===== config.mk =====
export PLATFORM = sky130hd
export DESIGN_NAME = f_adder_sched
export DESIGN_NICKNAME = d
export VERILOG_FILES = /design/src/rtl/f_pkg.sv /design/src/rtl/f_sched_arb.sv /design/src/rtl/f_adder_sched.sv
export SDC_FILE = /design/constraint.sdc
export NUM_CORES = 1
export LEC_CHECK = 0
export BUFFER_PORTS_ARGS = -buffer_cell sky130_fd_sc_hd__buf_2
export CAP_MARGIN = 20
export CORE_AREA = 2 2 158 160
export DETAILED_ROUTE_END_ITERATION = 6
export DIE_AREA = 0 0 160 162
export SYNTH_ARGS = -nofsm -noshare
export SYNTH_HDL_FRONTEND = slang
export SYNTH_HIERARCHICAL = 1
export SYNTH_SLANG_ARGS = --single-unit

===== constraint.sdc =====
create_clock -name clk -period 4.7 [get_ports clk]
set_input_delay 0.47 -clock clk [delete_from_list [all_inputs] [get_ports clk]]
set_output_delay 0.47 -clock clk [all_outputs]
set_load 0.01 [all_outputs]

===== src/rtl/f_pkg.sv =====
// f_pkg: shared single-precision adder width and opcode constants
package f_pkg;
  localparam int FP_W = 32;
  localparam logic OP_ADD = 1'b0;
  localparam logic OP_SUB = 1'b1;
endpackage


===== src/rtl/f_sched_arb.sv =====
// f_sched_arb: one-hot grant among NREQ requests; round-robin from ptr under F_SCHED_RR_EN, else lowest index wins
module f_sched_arb #(
  parameter int NREQ = 4,
  localparam int IDW = $clog2(NREQ)
) (
  input  logic [NREQ-1:0] req,
  input  logic            en,
`ifdef F_SCHED_RR_EN
  input  logic [IDW-1:0]  ptr,
`endif
  output logic [NREQ-1:0] gnt,
  output logic [IDW-1:0]  idx
);
  logic [IDW-1:0] j;
  logic found;
  always_comb begin
    gnt = '0;
    idx = '0;
    j = '0;
    found = 1'b0;
    for (int k = 0; k < NREQ; k++) begin
`ifdef F_SCHED_RR_EN
      j = IDW'((int'(ptr) + k) % NREQ);
`else
      j = IDW'(k);
`endif
      if (en && req[j] && !found) begin
        found = 1'b1;
        gnt[j] = 1'b1;
        idx = j;
      end
    end
  end
endmodule


===== src/rtl/f_adder_sched.sv =====
// f_adder_sched: shares one f_adder among NREQ requesters with credit-gated issue and a tagged response FIFO
// F_SCHED_RR_EN selects round-robin arbitration; undefined gives fixed priority (lowest index wins)
module f_adder_sched
  import f_pkg::*;
#(
  parameter int NREQ = 4,
  parameter int FIFO_DEPTH = 2,
  parameter int ADD_LAT = 1,
  localparam int IDW = $clog2(NREQ)
) (
  input  logic             clk,
  input  logic             rstn,
  input  logic [NREQ-1:0]  req_valid,
  output logic [NREQ-1:0]  req_ready,
  input  logic [NREQ*FP_W-1:0] req_in0,
  input  logic [NREQ*FP_W-1:0] req_in1,
  input  logic [NREQ-1:0]  req_op,
  output logic [FP_W-1:0]  adder_in0,
  output logic [FP_W-1:0]  adder_in1,
  output logic             adder_op,
  input  logic [FP_W-1:0]  adder_out,
  output logic             rsp_valid,
  input  logic             rsp_ready,
  output logic [IDW-1:0]   rsp_id,
  output logic [FP_W-1:0]  rsp_data,
  output logic             busy
);
  localparam int CW = $clog2(FIFO_DEPTH + 1);
  localparam int OW = CW + 1;
  localparam int PW = $clog2(FIFO_DEPTH);
  if (ADD_LAT != 1) begin : g_lat_check
    $error("f_adder_sched supports ADD_LAT=1 only");
  end
  logic [IDW-1:0] mem_id [FIFO_DEPTH];
  logic [FP_W-1:0] mem_data [FIFO_DEPTH];
  logic [PW-1:0] wp, rp;
  logic [CW-1:0] cnt;
  logic [OW-1:0] room;
  logic inflight, pop, issue, allow;
  logic [IDW-1:0] inflight_id, gidx;
  logic [NREQ-1:0] gnt;
  function automatic logic [PW-1:0] inc(input logic [PW-1:0] p);
    return (p == PW'(FIFO_DEPTH - 1)) ? '0 : p + 1'b1;
  endfunction
`ifdef F_SCHED_RR_EN
  logic [IDW-1:0] rr_ptr;
  always_ff @(posedge clk or negedge rstn)
    if (!rstn) rr_ptr <= '0;
    else if (issue) rr_ptr <= (gidx == IDW'(NREQ - 1)) ? '0 : gidx + 1'b1;
`endif
  f_sched_arb #(.NREQ(NREQ)) u_arb (
    .req(req_valid),
    .en(allow),
`ifdef F_SCHED_RR_EN
    .ptr(rr_ptr),
`endif
    .gnt(gnt),
    .idx(gidx)
  );
  // a result popped this cycle frees a slot for the op issued this cycle
  always_comb begin
    rsp_valid = cnt != '0;
    pop = rsp_valid & rsp_ready;
    room = {1'b0, cnt} + OW'(inflight) - OW'(pop);
    allow = rstn && room < OW'(FIFO_DEPTH);
    issue = |gnt;
    req_ready = gnt;
    adder_in0 = issue ? req_in0[FP_W*gidx +: FP_W] : '0;
    adder_in1 = issue ? req_in1[FP_W*gidx +: FP_W] : '0;
    adder_op = issue ? req_op[gidx] : OP_ADD;
    rsp_id = rsp_valid ? mem_id[rp] : '0;
    rsp_data = rsp_valid ? mem_data[rp] : '0;
    busy = inflight | rsp_valid;
  end
  always_ff @(posedge clk or negedge rstn)
    if (!rstn) begin
      cnt <= '0;
      wp <= '0;
      rp <= '0;
      inflight <= 1'b0;
      inflight_id <= '0;
    end else begin
      inflight <= issue;
      inflight_id <= issue ? gidx : inflight_id;
      cnt <= cnt + CW'(inflight) - CW'(pop);
      wp <= inflight ? inc(wp) : wp;
      rp <= pop ? inc(rp) : rp;
    end
  always_ff @(posedge clk)
    if (inflight) begin
      mem_id[wp] <= inflight_id;
      mem_data[wp] <= adder_out;
    end
  always_ff @(posedge clk)
    if (rstn) assert (!(inflight && !pop && cnt == CW'(FIFO_DEPTH))) else $error("response FIFO overflow");
endmodule


# Word-level counts from Yosys, hierarchy flattened
# Memory sizes are Yosys's and may differ from the RTL's.
# Cells that the tools add are included.
# word_totals
wordCells	52
memories	2
ramBits	68
input_bits	299
regBits	7
out_inout_bits	105
# mem_list
name	words	width	rd	rd_clocked_by_memory_dff	wr	line	source
mem_data	2	32	1	0	1	f_adder_sched.sv:35	logic [FP_W-1:0] mem_data [FIFO_DEPTH];
mem_id	2	2	1	0	1	f_adder_sched.sv:34	logic [IDW-1:0] mem_id [FIFO_DEPTH];
# op_classes
n_bitwise	2
reduce_logical	13
mux	20
add_sub_neg	6
n_shift	2
n_lt_le_gt_ge	2
# op_table
operator	count
indexed part select 128 x 8 -> 32 bit	2
2-to-1 mux 32 bit	3
2-to-1 mux 1 bit	13
logical AND 1 bit	8
2-to-1 mux 2 bit	3
OR reduction 4 bit	1
adder 2 x 1 -> 3 bit	1
zero test 1 bit	3
less-than comparator 2 x 3 -> 1 bit (second input constant)	1
less-than comparator 3 x 2 -> 1 bit (second input constant)	1
subtractor 3 x 1 -> 3 bit	1
adder 1 bit (second input constant)	2
adder 2 x 1 -> 2 bit	1
binary-select mux 1 bit (select 2 bit)	1
nonzero test 2 bit	1
subtractor 2 x 1 -> 2 bit	1
bitwise AND 1 bit	1
bitwise OR 1 bit	1

# Longest topological paths before layout
# Gate-level depths: netlist of the first run.
# depth
ltp_word	19
mapped_depth	14
mapped_depth_nobuf	12

# By module
# The synthesis of the first run kept the hierarchy.
# modules_own_cells
mod	cells_per_inst	seq_area_each_um2	area_per_inst_um2	n_inst
f_adder_sched	322	2217.1	4884.7	1
f_sched_arb	10	0.0	68.8	1

# Worst setup path after synthesis of the first run
# OpenSTA, ideal clock, no wires.
# synth_path
path_kind	flip-flop to output port
from	register cnt[1]
to	output adder_in0[23]
t_arrival_ns	3.334
t_required_ns	4.230
path_stages_with_launch	15
path_slack_ns	0.896
n_path_buf	2
cell_sequence	dfrtp_1 > o21ai_0 > inv_1 > ha_1 > inv_1 > ha_1 > fa_1 > xnor2_1 > nor3b_1 > nand2b_1 > a21oi_1 > buf_6 > buf_6 > mux4_2 > and2_1
# synth_between
elab_chain_cells	18
elab_cells_between_ends	28
cone_classes	2 x add/sub; 1 x order compare; 1 x shift; 10 x mux; 1 x bitwise; 13 x reduce/logical
# synth_lines
element	line	source
start, declared	f_adder_sched.sv:37	logic [CW-1:0] cnt;
start signal, assigned	f_adder_sched.sv:85	cnt <= cnt + CW'(inflight) - CW'(pop);
nonzero test 2 bit *	f_adder_sched.sv:62	rsp_valid = cnt != '0;
bitwise AND 1 bit *	f_adder_sched.sv:63	pop = rsp_valid & rsp_ready;
named net pop	f_adder_sched.sv:39	logic inflight, pop, issue, allow;
subtractor 3 x 1 -> 3 bit *	f_adder_sched.sv:64	room = {1'b0, cnt} + OW'(inflight) - OW'(pop);
less-than comparator 3 x 2 -> 1 bit *	f_adder_sched.sv:65	allow = rstn && room < OW'(FIFO_DEPTH);
logical AND 1 bit *	f_adder_sched.sv:65	
named net allow	f_adder_sched.sv:39	
logical AND 1 bit	f_sched_arb.sv:27	if (en && req[j] && !found) begin
[5 not listed]	n/a	
logical AND 1 bit	f_sched_arb.sv:27	
2-to-1 mux 1 bit	f_sched_arb.sv:27	
zero test 1 bit	f_sched_arb.sv:27	
logical AND 1 bit	f_sched_arb.sv:27	
2-to-1 mux 2 bit *	f_sched_arb.sv:27	
named net gidx[0]	f_adder_sched.sv:40	logic [IDW-1:0] inflight_id, gidx;
indexed part select 128 x 8 -> 32 bit *	f_adder_sched.sv:68	adder_in0 = issue ? req_in0[FP_W*gidx +: FP_W] : '0;
2-to-1 mux 32 bit *	f_adder_sched.sv:68	
end, declared	f_adder_sched.sv:18	output logic [FP_W-1:0] adder_in0,
# Mark *: on every way through the listed nets, which the timed path passes. The rest lies on a longest branch.

# Worst setup path in the final report of the first run
# layout_path
from	register cnt[1]
to	output adder_in0[12]
# Same word-level chain as after synthesis.

==> results.md, run 1 <==
* Status: finished, final reports clean
* Total of max-cap violations at 0
* Final Slew Violations at 0
* Cts bufs inserted at 9
* Final hold vios at 0
* Post-Syn Area at 4950 sq um
* Htree depth at 3
* Vias per cell at 4.34
* Top-area cell type share of the netlist area at 41.2%
* Placer Congestion at 0.910
* Post-Syn Nets at 634
* Final-stage net count at between 1k and 1.5k
* Worst reg2reg setup slack at between 1000 and 1500 ps
* Die area at 25900 sq um
* Post-Route WL at roughly 20000 microns
* Clock sinks at 75
* Clk_skew at between 6 and 7 ps
* Sum Neg Setup Slack at 0 ps
* CTS tree: built
* Most common cell after layout, fill and taps aside: buf_2
* Unrepaired setup endpoints after global routing: false
* R2R depth at 12
* Sequential-to-total area share from yosys stat at between 40% and 50%
* Largest net degree at the start of global routing at 69
* Worst-Skew Late Latency at 330 ps
* Final setup viols at 0
* Min-Delay Path Depth at 1
* Yosys warns at 6
* Hold_sp: adder_out[23]
* Fill cells at 2490
* Worst hold path class: input pin to flip-flop
* Synth cell types at 25
* Worst-path maximum fanout at 21
* Crit path cell chain: o21ai_1, inv_1, ha_1, inv_1, ha_1, fa_1, xnor2_1, nor3b_2, nand2b_1, a21oi_4, buf_12, buf_12, mux4_2, and2_1, buf_2
* Worst slew pin tran at 1070 ps
* Clock-pin slew on the worst setup and hold paths at 60 ps
* Yosys top cell by area: edfxtp_1
* Core area at 24100 sq um
* PD cells at 433 nW/um^2
* Minimum clock period after layout at 4400 ps
* Die X at 160 microns
* P_leak at 3.56 nW
* Reg2reg end: inflight_id[0]$_DFFE_PN0N_
* Crit. End Element: output port
* Number of vias in the routed layout at 4611
* Half-perimeter wire length after placement at 16800 microns
* Final ANT Viol Nets at 0
* Layout cells sized above 1 at 69.0%
* Gate Count Post-Synth at 332
* GR Util All Layers at 15.0%
* Row count at 57
* Top area cells in the synthesized netlist: edfxtp_1 (41%), mux4_2 (30%), and2_1 (8.5%), mux2i_1 (6.9%), dfrtp_1 (3.5%)
* RR Startpoint: cnt[1]$_DFF_PN0_
* Routed length per instance at between 15 and 20 microns
* Arr. time, crit path at 3930 ps
* Max VDD drop at approximately 0.00023 V
* WP data required at 4230 ps
* CP Launch Type: flip-flop
* Fmax achieved at 228 MHz
* Relative slew slack at roughly 29%
* Initial core utilization at 20.5%
* Post-layout util at 32.2%
* CTS Root Cell: clkbuf_16
* Global-route wire length before repair at 29300 microns
* Slowest cell on crit path: mux4_2
* Most frequent cells in the layout: buf_2 (403), edfxtp_1 (68), and2_1 (67), mux4_2 (65), nor2_1 (35)
* Worst hold slack at between 300 and 400 ps
* Initial DRT Pass Iterations at 4
* Yosys reg bits at 75
* CP max stage delay at roughly 520 ps
* IO Pins at 404
* P&R area growth vs syn at 56.6%
* Die Ht at 162 microns
* Clock Tree Buf Depth at 2
* Initial antenna violation count at 7
* Post-route clock period utilization at 93.5%
* Detailed Route Iter0 Violations at 357
* Setup CP Type: flip-flop to output port
* DRC at 0
* Number of global-route vias before repair at 4734
* Hold path endpoint: mem_data[0][23]$_DFFE_PP_
* Gr ovfl total at 0
* Mean post-synth cell area at between 10 and 15 sq um
* Port-buffer cells at roughly 400
==> cell usage after synthesis <==
cell and count:
mux2_4 2, ha_1 2, fa_1 1, and2_1 67, clkbuf_1 11, dfrtp_1 7
and2_2 1, nor2_1 37, buf_2 11, buf_6 6, o21ai_0 1, xor2_1 1
nor3_2 1, xnor2_1 2, mux2i_1 34, inv_1 7, a21oi_1 1, nor3b_2 1
nor3b_1 1, or4_4 1, nand2b_1 2, o21a_1 1, edfxtp_1 68, mux4_2 65
nand2_1 1
==> layout make-up <==
class                           instances  area (sq um)  share of cell area (%)
Tap cell                              324           405                    5.23
Timing Repair Buffer                  416          2200                    28.4
Inverter                                7          26.3                   0.339
Antenna cell                            3          7.51                  0.0968
Clock inverter                          7          92.6                    1.19
Clock buffer                            9           225                    2.90
Sequential cell                        75          2220                    28.6
Multi-Input combinational cell        222          2580                    33.3
==> repair_timing <==
action                                 4_1_cts  5_1_grt
resized for setup                            0        2
setup buffers                                0        0
endpoints found under the hold margin        7        0
setup endpoints to repair                    0       62
hold buffers                                 1        0
==> state kept, by name, summed over array words and instances (netlist names) <==
register,cells
wp,1
inflight,1
cnt,2
rp,1
mem_id,4
inflight_id,2
mem_data,64
==> per-stage QoR <==
stage / power (mW) / std cells / worst slack [ps] / cell area, sq um
after CTS: 3.40 / 1059 / 76.3 / 7710
after detailed placement: 2.67 / 1042 / 437 / 7390
after global placement: 2.66 / 1042 / 477 / 7390
after global routing: 3.58 / 1061 / 9.98 / 7750
after floorplan: 1.97 / 332 / 896 / 4950
final: 3.36 / 1063 / 305 / 7750
==> critical path: cells and delay by family (launching register included) <==
| family | cells | cell delay [ps] |
|---|---|---|
| adder cells (fa/ha/maj) | 3 | 860 |
| buffers and inverters | 5 | 700 |
| AND/OR/NAND/NOR | 3 | 540 |
| multiplexers | 1 | 520 |
| flip-flops | 1 | 420 |
| AO/OA/AOI/OAI | 2 | 390 |
| XOR/XNOR | 1 | 150 |
==> cells by family (layout without fill, tap and decap cells) <==
logic type               count (synthesis)  after routing  share of synthesized area [%]
buffers and inverters                   35            439                           3.84
other                                    0              3                              0
multiplexers                           101            101                           37.0
AND/OR/NAND/NOR                        112            112                           12.6
XOR/XNOR                                 3              3                          0.531
adder cells (fa/ha/maj)                  3              3                          0.909
flip-flops                              75             75                           44.8
AO/OA/AOI/OAI                            3              3                          0.353
==> worst max path at each step <==
| stage | startpoint | endpoint | slack (ps) | cells after the start |
|---|---|---|---|---|
| 2_1_floorplan | cnt[1]$_DFF_PN0_ | adder_in0[23] | 900 | 14 |
| 3_3_place_gp | cnt[1]$_DFF_PN0_ | adder_in0[12] | 480 | 15 |
| 3_5_place_dp | rsp_ready | adder_in0[12] | 440 | 16 |
| 4_1_cts | cnt[1]$_DFF_PN0_ | adder_in0[12] | 80 | 15 |
| 5_1_grt | cnt[1]$_DFF_PN0_ | adder_in1[18] | 10 | 15 |
| 6_report | cnt[1]$_DFF_PN0_ | adder_in0[12] | 300 | 15 |
==> power by group <==
part           internal, mW  switching [mW]
logic                 0.842           0.857
registers             0.834           0.113
clock network         0.463           0.251
==> routing by layer <==
layer	GRT usage [%]	wire length (microns)
met1	19.0	8060
met2	24.3	9410
met3	6.26	2170
met4	3.32	209
met5	0	40
No activity file was read; power rests on OpenSTA's default activity.
==> run 2, diff against run 1 <==
--- a/config.mk
+++ b/config.mk
@@ -5,12 +5,13 @@
 export SDC_FILE = /design/constraint.sdc
 export NUM_CORES = 1
 export LEC_CHECK = 0
+export ABC_AREA = 1
+export ABC_CLOCK_PERIOD_IN_PS = 4700
 export BUFFER_PORTS_ARGS = -buffer_cell sky130_fd_sc_hd__buf_2
 export CAP_MARGIN = 20
-export CORE_AREA = 2 2 158 160
+export CORE_AREA = 2 2 156 158
 export DETAILED_ROUTE_END_ITERATION = 6
-export DIE_AREA = 0 0 160 162
+export DIE_AREA = 0 0 158 160
 export SYNTH_ARGS = -nofsm -noshare
 export SYNTH_HDL_FRONTEND = slang
-export SYNTH_HIERARCHICAL = 1
 export SYNTH_SLANG_ARGS = --single-unit
==> run 2 against run 1 <==
Against the previous run:
- sequential share of layout area is 5.3 points lower
- critical path type unchanged
- power is 14% higher
- synthesized area is 39% higher
- routed wire length is 56% higher
- combinational power is 34% higher
- fmax is 0.65% higher
==> results.md, run 2 <==
* Post-synthesis simple-gate area fraction at 21.7% (+9.2 points)
* Cts bufs inserted at 9 (unchanged)
* Status: finished, final reports clean
* Placer Congestion at 1.04 (+15%)
* GR Util All Layers at 23.5% (+8.5 points)
* Top area cells in the synthesized netlist: edfxtp_1 (30%), o2111ai_1 (16%), inv_1 (15%), nand2_1 (11%), nand3_1 (9.5%)
* Post-route clock period utilization at 92.9% (-0.60 points)
* Worst-Skew Late Latency at 330 ps (about the same)
* Unrepaired setup endpoints after global routing: false
* Final Non-Filler Cells at 1708 (+61%)
* Initial core utilization at 29.0% (+8.4 points)
* Worst hold path class: input pin to flip-flop
* Row count at 57 (unchanged)
* CTS Root Cell: clkbuf_16
* Arr. time, crit path at 3900 ps (-30 ps)
* Xor and xnor area share after synthesis at 0.254% (-0.28 points)
* Clk_skew at 8.94 ps (+2.50 ps)
* Worst-path maximum fanout at 66 (+210%)
* Register area at 2220 sq um (about the same)
* IO Pins at 404 (unchanged)
* Postcts setup bufs at 0 (unchanged)
* Half-perimeter wire length after placement at 23000 microns (+37%)
* Number of vias in the routed layout at 8572 (+86%)
* Routed length per instance at 18.2 microns (-2.8%)
* Die area at 25300 sq um (-2.5%)
* Initial DRT Pass Iterations at 5 (+1)
* Global-route wire length before repair at 45800 microns (+56%)
* Yosys reg bits at 75 (unchanged)
* Vias per cell at 5.02 (+16%)
* Synth cell types at 25 (unchanged)
* Sequential-to-total area share from yosys stat at 32.1% (-13 points)
* Post-synthesis compound-gate area fraction at 24.1% (+24 points)
* Final-stage net count at 1675 (+62%)
* Largest Register: mem_data
* WP data required at 4230 ps (about the same)
* Primary FF master, synth: edfxtp_1
* Yosys warns at 0 (-6)
* Core area at 23800 sq um (-1.2%)
* Port-buffer cells at 403 (unchanged)
* Die Ht at 160 microns (-1.2%)
* Final setup viols at 0 (unchanged)
* Dpl ws at 488 ps (+50.9 ps)
* Clock Tree Buf Depth at 2 (unchanged)
* Htree depth at 3 (unchanged)
* Mean post-synth cell area at 6.64 sq um (-55%)
* P&R area growth vs syn at 37.5%
* Clock-pin slew on the worst setup and hold paths at 60 ps (about the same)
* Fmax achieved at 229 MHz (+0.65%)
* PD cells at 403 nW/um^2 (-7.0%)
* Minimum clock period after layout at 4370 ps (-28.4 ps)
* Final ANT Viol Nets at 0 (unchanged)
* Yosys top cell by area: edfxtp_1
* Layout cells sized above 1 at 32.5% (-37 points)
* Met3 Wirelength at 2470 microns (+14%)
* Largest family of logic cells by synthesized area: compound AO/OA/AOI/OAI gates
* Area of the multi-input gates at 3270 sq um (+27%)
* Most frequent cells in the layout: buf_2 (402), inv_1 (273), nand2_1 (207), o2111ai_1 (130), nand3_1 (130)
* Sum Neg Setup Slack at 0 ps (unchanged)
* Largest net degree at the start of global routing at 132 (+91%)
* Gr ovfl total at 0 (unchanged)
* Post-Syn Area at 6910 sq um (+39%)
* Commonest cells post-synth: inv_1 (273), nand2_1 (208), nand3_1 (131), o2111ai_1 (130), a21oi_1 (99)
* Synth Area in Adders at 0.652% (-0.26 points)
* CTS tree: built
* CP Launch Type: flip-flop
* Count leader, synth: inv_1
* Max Used Layer: met4
* Total Power at 3.83 mW (+14%)
* Setup CP Type: flip-flop to output port
* Most common cell after layout, fill and taps aside: buf_2
* Number of global-route vias before repair at 7957 (+68%)
* Final Slew Violations at 0 (unchanged)
* Worst hold slack at 322 ps (-7.72 ps)
* Final hold vios at 0 (unchanged)
* Post-synth EDFFs at 68 (unchanged)
* Metal2 WL at 14700 microns (+56%)
* Crit. End Element: output port
* Top-area cell type share of the netlist area at 29.6% (-12 points)
* Worst slew pin tran at 1040 ps (-32.5 ps)
* Clock sinks at 75 (unchanged)
* Gate Count Post-Synth at 1040 (+210%)
* P_leak at 5.35 nW (+50%)
* Metal-1 WL at 13300 microns (+65%)
* Mux cell area share after synthesis at 0% (-37 points)
* Final setup margin at 333 ps (+28.4 ps)
* Detailed Route Iter0 Violations at 846 (+140%)
* Max reg flops at 64 (unchanged)
* Fill cells at 2658 (+6.7%)
* Relative slew slack at 30.7% (+2.0 points)
* Post-synth ARST share at 9.33% (unchanged)
* Post-Syn Nets at 1342 (+110%)
* Post-Route WL at 31100 microns (+56%)
* Total of max-cap violations at 0 (unchanged)
* Largest regs: mem_data (64), mem_id (4)
* Inst Count DP at 1684 (+62%)
* DRC at 0 (unchanged)
* Initial antenna violation count at 6 (-1)
* Die X at 158 microns (-1.3%)
* Max VDD drop at 0.000378 V (+67%)
[run 2: power by group]
| part | total [mW] | switching, mW | internal [mW] |
|---|---|---|---|
| combinational | 2.27 | 1.52 | 0.756 |
| clock | 0.669 | 0.261 | 0.409 |
| sequential | 0.886 | 0.0408 | 0.845 |
[run 2: repair_timing]
action                     4_1_cts  5_1_grt
gates resized for setup          0        1
hold buffers                     1        0
setup endpoints to repair        0       21
hold endpoints to repair         7        0
[run 2: layer usage]
layer / track usage (%) / vias to the layer above
met1: 32.8 / 4009
met4: 5.69 / 0
li1: - / 4141
met5: 0 / -
met2: 37.2 / 380
met3: 4.91 / 42
[run 2: worst max-delay path, cell delays in order, from the launching register on]
cell	delay [ps]
dfrtp_1	460
nor2_2	70
nor2_1	170
ha_1	260
inv_1	50
ha_1	130
inv_1	50
fa_1	470
nand2_1	80
clkinv_1	70
nand2_2	120
nor2_8	60
o2111ai_4	80
buf_4	630
nand3_1	350
a21oi_1	260
buf_2	160
[run 2: per-stage QoR]
step           instance area (sq um)  utilization (%)
2_1_floorplan                   6910                -
3_3_place_gp                    9150             38.4
3_5_place_dp                    9150             38.4
4_1_cts                         9450             39.7
5_1_grt                         9490             39.9
6_report                        9490             39.9
[run 2: logic make-up (layout without fill, tap and decap cells)]
family / Yosys count / count (layout)
flip-flops: 75 / 75
adder cells (fa/ha/maj): 3 / 3
AO/OA/AOI/OAI: 232 / 232
other: 0 / 6
XOR/XNOR: 2 / 2
buffers and inverters: 379 / 717
AND/OR/NAND/NOR: 349 / 349
[run 2: final cells by class]
class	count	share of cell area, %
Multi-Input combinational cell	586	34.4
Timing Repair Buffer	424	23.7
Sequential cell	75	23.4
Inverter	277	11.0
Tap cell	324	4.27
Clock buffer	9	2.37
Clock inverter	7	0.712
Antenna cell	6	0.158
[run 2: worst paths after layout]
| kind | startpoint | end | slack (ps) | depth (start not counted) |
|---|---|---|---|---|
| setup reg to reg | cnt[1]$_DFF_PN0_ | inflight_id[0]$_DFFE_PN0P_ | 1580 | 16 |
| setup / recovery | cnt[1]$_DFF_PN0_ | adder_in1[7] | 330 | 16 |
| min in group asynchronous | rstn | inflight_id[0]$_DFFE_PN0P_ | 580 | 2 |
| hold / removal | adder_out[16] | mem_data[0][16]$_DFFE_PP_ | 320 | 1 |
| hold reg to reg | inflight_id[1]$_DFFE_PN0P_ | mem_id[1][1]$_DFFE_PP_ | 480 | 0 |
| max in group asynchronous | rstn | cnt[1]$_DFF_PN0_ | 3930 | 2 |
==> run 3, diff against run 2 <==
--- a/config.mk
+++ b/config.mk
@@ -12,6 +12,7 @@
 export CORE_AREA = 2 2 156 158
 export DETAILED_ROUTE_END_ITERATION = 6
 export DIE_AREA = 0 0 158 160
+export RECOVER_POWER = 50
 export SYNTH_ARGS = -nofsm -noshare
 export SYNTH_HDL_FRONTEND = slang
 export SYNTH_SLANG_ARGS = --single-unit
==> run 3 against run 2 <==
Against the previous run:
- the flow now finishes with violations (max-capacitance violations, max-slew violations)
- routed wire length is 0.17% higher
- core utilization is 0.13 points lower
- worst hold slack better by 6.7 ps
- first-iteration DRC count is 7.1% lower
- critical path depth is 2 higher
- critical path type unchanged
- largest power group unchanged
- highest routed layer unchanged
==> results.md, run 3 (synthesis results as in run 2) <==
* Status: finished with violations
* Violated checks: max-capacitance violations, max-slew violations
* Largest net degree at the start of global routing at 132 (unchanged)
* Worst-Skew Late Latency at 330 ps (about the same)
* Global-route wire length before repair at 45800 microns (unchanged)
* Worst path top cell family by delay: simple AND/OR/NAND/NOR gates
* Detailed Route Iter0 Violations at 786 (-7.1%)
* Die area at 25300 sq um (unchanged)
* GR Util All Layers at 23.5% (unchanged)
* Core area at 23800 sq um (unchanged)
* Largest Register: mem_data
* Die Ht at 160 microns (unchanged)
* Unrepaired setup endpoints after global routing: false
* Clock-pin slew on the worst setup and hold paths at 60 ps (about the same)
* Htree depth at 3 (unchanged)
* Final setup viols at 0 (unchanged)
* Clock Tree Buf Depth at 2 (unchanged)
* Sum Neg Setup Slack at 0 ps (unchanged)
* Initial DRT Pass Iterations at 5 (unchanged)
* RR Startpoint: inflight$_DFF_PN0_
* Final ANT Viol Nets at 0 (unchanged)
* Vias per cell at 5.03 (+0.31%)
* Post-route cell area at 9460 sq um (-0.32%)
* Hold path endpoint: mem_data[0][16]$_DFFE_PP_
* P_leak at 5.31 nW (-0.77%)
* Total of max-cap violations at 3 (+3)
* Hold_sp: adder_out[16]
* Clock sinks at 75 (unchanged)
* Die X at 158 microns (unchanged)
* P&R area growth vs syn at 37.0%
* Arr. time, crit path at 3900 ps (about the same)
* Gr ovfl total at 0 (unchanged)
* Most frequent cells in the layout: buf_2 (390), inv_1 (273), nand2_1 (207), o2111ai_1 (130), nand3_1 (130)
* Final-stage net count at 1675 (unchanged)
* Crit path cell chain: nor2_2, nor2_1, ha_1, inv_1, ha_1, inv_1, fa_1, nand2_1, clkinv_1, nand2_2, nor2_8, buf_4, nand4_1, nand2_4, buf_12, nand3_1, a21oi_1, buf_2
* Postcts setup bufs at 0 (unchanged)
* Clk_skew at 8.33 ps (-0.610 ps)
* Worst slew pin tran at 2990 ps (+1950 ps)
* IO Pins at 404 (unchanged)
* Worst hold path class: input pin to flip-flop
* CP max stage delay at 520 ps (-110 ps)
* Port-buffer cells at 403 (unchanged)
* Buf/Inv on CP at 6 (+1)
* Layout cells sized above 1 at 31.4% (-1.1 points)
* Initial antenna violation count at 6 (unchanged)
* Initial core utilization at 29.0% (unchanged)
* Routed length per instance at 18.2 microns (+0.17%)
* Worst reg2reg setup slack at 1570 ps (about the same)
* Setup CP Type: flip-flop to output port
* Fmax achieved at 229 MHz (about the same)
* Min-Delay Path Depth at 1 (unchanged)
* Cts bufs inserted at 9 (unchanged)
* Reg2reg end: mem_data[0][14]$_DFFE_PP_
* Post-Route WL at 31100 microns (+0.17%)
* CP Launch Type: flip-flop
* WP data required at 4230 ps (about the same)
* Number of vias in the routed layout at 8599 (+0.31%)
* Crit. End Element: output port
* Post-DP Area at 9150 sq um (unchanged)
* DRC at 0 (unchanged)
* Row count at 57 (unchanged)
* Final hold vios at 0 (unchanged)
* Post-route clock period utilization at 92.9% (about the same)
* Number of global-route vias before repair at 7957 (unchanged)
* Minimum clock period after layout at 4370 ps (-0.355 ps)
* Relative slew slack at -99.9% (-130 points)
* Largest regs: mem_data (64), mem_id (4)
* Most common cell after layout, fill and taps aside: buf_2
* CTS tree: built
* R2R depth at 2 (-14)
* Half-perimeter wire length after placement at 23000 microns (unchanged)
* Slowest cell on crit path: fa_1
* Final Slew Violations at 100 (+100)
* Worst-path maximum fanout at 28 (-58%)
* Placer Congestion at 1.04 (unchanged)
* CTS Root Cell: clkbuf_16
* Max reg flops at 64 (unchanged)
* Max VDD drop at 0.000372 V (-1.7%)
* PD cells at 404 nW/um^2 (+0.28%)
==> run 3: final cells by class <==
type                    instances  area [sq um]
repair buffers                424          2230
clock buffers                   9           225
clock inverters                 7          67.6
fillers                      2666         14400
flip-flops and latches         75          2220
well taps                     324           405
inverters                     277          1040
diodes                          6          15.0
multi-input cells             586          3260
==> run 3: power by group <==
part / switching, mW / internal (mW)
logic: 1.51 / 0.755
registers: 0.0387 / 0.850
clock network: 0.261 / 0.409
total: 1.81 / 2.01
==> run 3: worst register-to-register path, cell delays in order (launching register included) <==
cell and delay, ps:
dfrtp_1 380, inv_1 100, nor2_1 2190
==> run 3: worst max path at each step <==
| stage | startpoint | endpoint | slack (ps) | depth (start not counted) |
|---|---|---|---|---|
| floorplan | cnt[1]$_DFF_PN0_ | adder_in0[12] | 1200 | 17 |
| global placement | rsp_ready | adder_in0[26] | 610 | 19 |
| detailed placement | rsp_ready | adder_op | 490 | 19 |
| CTS | cnt[1]$_DFF_PN0_ | adder_op | 210 | 18 |
| global route | cnt[1]$_DFF_PN0_ | adder_in1[31] | 10 | 18 |
| finish | cnt[1]$_DFF_PN0_ | adder_op | 330 | 18 |
==> run 3: timing repair <==
action	4_1_cts	5_1_grt
endpoints found under the hold margin	7	0
resized for setup	0	1
hold buffers	1	0
setup endpoints to repair	0	21
==> run 3: layer usage <==
layer,wire length (microns),vias to the layer above,share of wire [%],track usage [%]
li1,-,4143,-,-
met2,14700,399,47,37.2
met4,610,0,2.0,5.69
met5,0,-,0,0
met3,2480,44,8.0,4.91
met1,13300,4013,43,32.8
==> run 3: stage by stage <==
step                util, %  hold WS [ps]  std cells  power [mW]  setup slack (ps)
floorplan                 -           174       1040        2.24              1200
global placement       38.4           341       1684        3.16               611
detailed placement     38.4           342       1684        3.16               488
CTS                    39.7           314       1701        3.84               210
global route           39.7           315       1708        4.11              9.51
finish                 39.7           328       1708        3.83               333
